**src/rtl/reg_wb_arbiter.sv**
```systemverilog
// Writeback arbiter between the execute stage (A) and the load unit (B) in
// front of a single register-file write port. Requests are granted
// combinationally. The grant is round-robin when both requesters are valid.
// The accepted write is registered and presented one cycle later.
// Out-of-range destinations are still accepted, so the requester never
// deadlocks. They produce an addrErr pulse in place of a write strobe.

`ifndef REG_FILE_SIZE
`define REG_FILE_SIZE 16
`endif
`ifndef REG_FILE_ADDR_LEN
`define REG_FILE_ADDR_LEN 4
`endif

module reg_wb_arbiter #(
   parameter int NUM_REGS = 12,
   parameter int DATA_W   = `REG_FILE_SIZE,
   parameter int ADDR_W   = `REG_FILE_ADDR_LEN
) (
   input  logic              clk,
   input  logic              rst,
   input  logic              stall,
   input  logic              aValid,
   input  logic [ADDR_W-1:0] aDest,
   input  logic [DATA_W-1:0] aData,
   output logic              aReady,
   input  logic              bValid,
   input  logic [ADDR_W-1:0] bDest,
   input  logic [DATA_W-1:0] bData,
   output logic              bReady,
   output logic              writeEn,
   output logic [ADDR_W-1:0] dest,
   output logic [DATA_W-1:0] writeVal,
   output logic              addrErr,
   output logic [7:0]        waitCnt
);

   logic              r_last_b;
   logic              r_write_en;
   logic              r_addr_err;
   logic [ADDR_W-1:0] r_dest;
   logic [DATA_W-1:0] r_write_val;
   logic [7:0]        r_wait_cnt;

   logic              w_open;
   logic              w_a_grant;
   logic              w_b_grant;
   logic              w_xfer;
   logic [ADDR_W-1:0] w_sel_dest;
   logic [DATA_W-1:0] w_sel_data;
   logic              w_in_range;
   logic              w_wait;

   // Grant selection: the port not granted most recently wins a contention
   always_comb begin
      w_open     = ~rst & ~stall;
      w_a_grant  = w_open & aValid & (~bValid | r_last_b);
      w_b_grant  = w_open & bValid & (~aValid | ~r_last_b);
      w_xfer     = w_a_grant | w_b_grant;
      w_sel_dest = w_b_grant ? bDest : aDest;
      w_sel_data = w_b_grant ? bData : aData;
      // Zero-extend before comparing so NUM_REGS == 2**ADDR_W does not wrap
      w_in_range = $unsigned(32'(w_sel_dest)) < $unsigned(32'(NUM_REGS));
      w_wait     = (aValid & ~w_a_grant) | (bValid & ~w_b_grant);
   end

   // Registered write port, error pulse, round-robin pointer and wait counter
   always_ff @(posedge clk) begin
      if (rst) begin
         r_last_b    <= 1'b1;
         r_write_en  <= 1'b0;
         r_addr_err  <= 1'b0;
         r_dest      <= '0;
         r_write_val <= '0;
         r_wait_cnt  <= 8'd0;
      end else begin
         r_write_en <= w_xfer & w_in_range;
         r_addr_err <= w_xfer & ~w_in_range;
         if (w_xfer) begin
            r_last_b <= w_b_grant;
         end
         if (w_xfer && w_in_range) begin
            r_dest      <= w_sel_dest;
            r_write_val <= w_sel_data;
         end
         if (w_wait && (r_wait_cnt != 8'hFF)) begin
            r_wait_cnt <= r_wait_cnt + 8'd1;
         end
      end
   end

   assign aReady   = w_a_grant;
   assign bReady   = w_b_grant;
   assign writeEn  = r_write_en;
   assign addrErr  = r_addr_err;
   assign dest     = r_dest;
   assign writeVal = r_write_val;
   assign waitCnt  = r_wait_cnt;

endmodule

```
**config.mk**
```make
export PLATFORM = sky130hd
export DESIGN_NAME = reg_wb_arbiter
export DESIGN_NICKNAME = d
export VERILOG_FILES = /design/src/rtl/reg_wb_arbiter.sv
export SDC_FILE = /design/constraint.sdc
export NUM_CORES = 1
export LEC_CHECK = 0
export CORE_ASPECT_RATIO = 0.8
export CORE_MARGIN = 2
export CORE_UTILIZATION = 40
export DETAILED_ROUTE_END_ITERATION = 8
export HOLD_SLACK_MARGIN = 0.03
export PLACE_DENSITY = 0.76
export SYNTH_ARGS = -nofsm -noshare
export SYNTH_HDL_FRONTEND = slang
export SYNTH_SLANG_ARGS = --single-unit
export TNS_END_PERCENT = 100
```
**constraint.sdc**
```tcl
create_clock -name clk -period 2.41 [get_ports clk]
set_clock_uncertainty 0.2 [all_clocks]
set_input_delay 0.6025 -clock clk [delete_from_list [all_inputs] [get_ports clk]]
set_output_delay 0.6025 -clock clk [all_outputs]
set_load 0.1 [all_outputs]
```
==> summary.md <==
| Metric | Value |
|---|---|
| Tightest Hold Check Type | `flop to flop` |
| Worst-Margin Slew | `around 0.57 ns` |
| Die W | `between 70 and 80 um` |
| Num ports | `a little under 80` |
| Yosys top cell area share | `around 40%` |
| DR iter-0 viols | `95` |
| Combinational Power Share | `a little under a third` |
| Top Layer Used | `met4` |
| Share of layout cells above drive strength 1 | `between 20% and 30%` |
| Vias | `roughly 1600` |
| Die ar. | `0.00442 sq mm` |
| GRT overflow | `0` |
| Yosys cell types | `40` |
| Most common cell in the netlist | `dfxtp_1` |
| Clk Latency, worst-skew pair | `~0.28 ns` |
| Clk root buf | `clkbuf_8` |
| CP Capture Type | `output port` |
| Mapped Cells | `between 150 and 200` |
| Vias in the first global route | `about 1500` |
| Clock transition at the registers of the reported paths | `approximately 0.060 ns` |
| Initial core utilization | `between 40 and 50%` |
| Die Ht | `59.8 um` |
| Tcrit/Tclk final | `97.4%` |
| WHS | `0.257 ns` |
| Synth Area per Inst | `9.06 sq um` |
| Slew Limit Fails | `0` |
| Critical path type | `primary input to output port` |
| Switch share | `between 30 and 40%` |
| CP Max Fanout | `6` |
| DR DRC count | `0` |
| ANT nets after route | `0` |
| Asr flop ratio synth | `0%` |
| FF/Latch Area | `approximately 620 sq um` |
| F_max | `about 430 MHz` |
| Clk network pwr share | `between 30 and 40%` |
| GP Congestion | `between 0.8 and 0.9` |
| Seq cells post-synth | `31` |
| Area grow syn2layout | `62.5%` |
| TritonCTS buffer count | `5` |
| Internal power | `roughly 1.0 mW` |
| DRT Wirelength | `between 4000 and 5000 um` |
| Dpl ws | `-0.197 ns` |
| Htree depth | `2` |
| GRT Total Usage | `around 19%` |
| Pwr per Cell Area | `approximately 630 mW/mm^2` |
| Most used DFF post-synth | `dfxtp_1` |
| Synth top cells by count | `31 x dfxtp_1, 26 x nand2_1, 23 x inv_1, 17 x a22oi_1, 10 x a221oi_2` |
| Leading area contributor after synthesis | `dfxtp_1` |
| LEAKAGE | `between 1 and 1.5 nW` |
| Startpoint Class | `primary input` |
| Rows | `20` |
| WL met2 | `between 1500 and 2000 um` |
| Met3 routed WL | `~300 um` |
| Psw | `0.547 mW` |
| Synth area leaders | `dfxtp_1 40%, a221oi_2 9.6%, a22oi_1 8.2%, nand2_1 6.3%, inv_1 5.5%` |
| Final setup fails | `0` |
| Fillcell total | `between 300 and 400` |
| CTS tree | `done` |
| Share of power burned in registers | `~36%` |
| Post-route setup slack | `around 0.063 ns` |
| Final hold violation count | `0` |
| Via density | `between 5 and 6` |
| Number of synthesized flops with an enable pin | `0` |
| M1 WL | `~2100 um` |
| Register area share after synthesis | `39.8%` |
| First-pass GRT wire length | `between 6000 and 7000 um` |
| Synthesized Nets | `between 200 and 250` |
| Avg WL per Cell | `13.6 um` |
| Deepest clock path buffer count | `2` |
| Synthesis Warnings | `0` |
| Initial antenna violation count | `0` |
| Core box area | `roughly 0.0038 sq mm` |
| Max-cap violation count | `0` |
| Required arrival time at the worst endpoint | `1.61 ns` |
| VDD IR max | `around 0.42 mV` |
| Pin count of the biggest net entering global routing | `23` |
| Port Buffer Count | `76` |
| Outcome | `completed` |
| RSZ-0062 raised after global routing | `false` |
| Area of the multi-input gates | `roughly 800 sq um` |
| N_diodes | `0` |
| Relative slew slack | `between 60% and 70%` |
| Clock sinks | `31` |
| Mapped Area | `~0.0016 sq mm` |
| Crit path time final | `roughly 2.3 ns` |
| Worst endpoint data arrival time | `1.54 ns` |
| Final #Nets | `roughly 300` |
| Pre-antenna DRT Iters | `4` |
| Hpwl dp | `3190 um` |
area by class of cell:
type | count | area share, %
repair buffers | 94 | 33.5
clock inverters | 2 | 1.38
clock buffers | 6 | 3.26
inverters | 25 | 3.70
well taps | 55 | 2.72
multi-input cells | 106 | 31.0
flip-flops and latches | 31 | 24.5
power groups by stage:
| stage | sequential, mW | clock [mW] | combinational [mW] |
|---|---|---|---|
| floorplan | 0.787 | 0 | 0.120 |
| global placement | 0.575 | 0 | 0.495 |
| detailed placement | 0.575 | 0 | 0.496 |
| CTS | 0.564 | 0.546 | 0.495 |
| global route | 0.567 | 0.566 | 0.517 |
| finish | 0.565 | 0.534 | 0.494 |
metal layers:
| metal | vias to the layer above | GRT usage [%] |
|---|---|---|
| met5 | - | 0 |
| met4 | 0 | 7.27 |
| met3 | 7 | 5.23 |
| met2 | 61 | 30.2 |
| met1 | 757 | 25.5 |
| li1 | 812 | - |
sequential cells by signal, summed over array words and instances (netlist names):
name      flops
writeEn       1
waitCnt       8
addrErr       1
writeVal     16
r_last_b      1
dest          4
worst paths after layout:
kind / startpoint / end / slack (ns) / cells after the start
setup reg to reg: waitCnt[0] / waitCnt[6] / 0.65 / 4
hold / removal: dest[2] / dest[2] / 0.26 / 2
hold reg to reg: dest[2] / dest[2] / 0.26 / 2
setup / recovery: rst / bReady / 0.06 / 5
repair_timing:
item,CTS,global route
endpoints found under the hold margin,0,0
buffers inserted,1,0
hold buffers,0,0
gates resized for setup,4,0
endpoints found under the setup margin,2,0
cells in the final DEF (no fill, tap or decap), types with 2 or more instances in the layout:
cell type,synthesis,layout
a21oi_1,2,2
a221oi_2,10,10
buf_4,1,47
nand3_1,5,5
a311oi_1,3,3
dfxtp_1,31,31
nor3_1,2,2
dlygate4sd2_1,0,4
inv_1,23,23
a22oi_1,17,17
buf_12,0,3
and4_1,2,2
inv_2,2,2
nor2_1,6,6
nand2_1,26,26
and3_1,2,2
clkdlybuf4s50_1,0,40
o22ai_1,3,3
a221oi_1,7,7
clkbuf_8,0,6
a41o_1,2,2
worst max-delay path, stage by stage:
cell and delay, ns:
dlygate4sd2_1 0.32, a211oi_4 0.24, nand2_1 0.11, inv_2 0.10, buf_12 0.17
metrics by stage:
| step | setup TNS (ns) | cells | cell area (sq um) | utilization [%] | total power [mW] |
|---|---|---|---|---|---|
| floorplan | 0 | 172 | 1560 | - | 0.908 |
| global placement | -2.48 | 310 | 2410 | 63.9 | 1.07 |
| detailed placement | -2.76 | 310 | 2410 | 63.9 | 1.07 |
| CTS | 0 | 319 | 2530 | 67.1 | 1.61 |
| global route | 0 | 319 | 2530 | 67.1 | 1.65 |
| finish | 0 | 319 | 2530 | 67.1 | 1.59 |
logic make-up (layout without fill, tap and decap cells):
group | Yosys count | after routing | share of synthesized area, %
flops | 31 | 31 | 39.8
simple gates | 50 | 50 | 16.1
compound gates | 53 | 53 | 32.0
fa+ha+maj | 1 | 1 | 0.802
buf+inv | 35 | 127 | 9.87
mux | 2 | 2 | 1.36
Note: power is estimated with default switching activity, not from simulation.
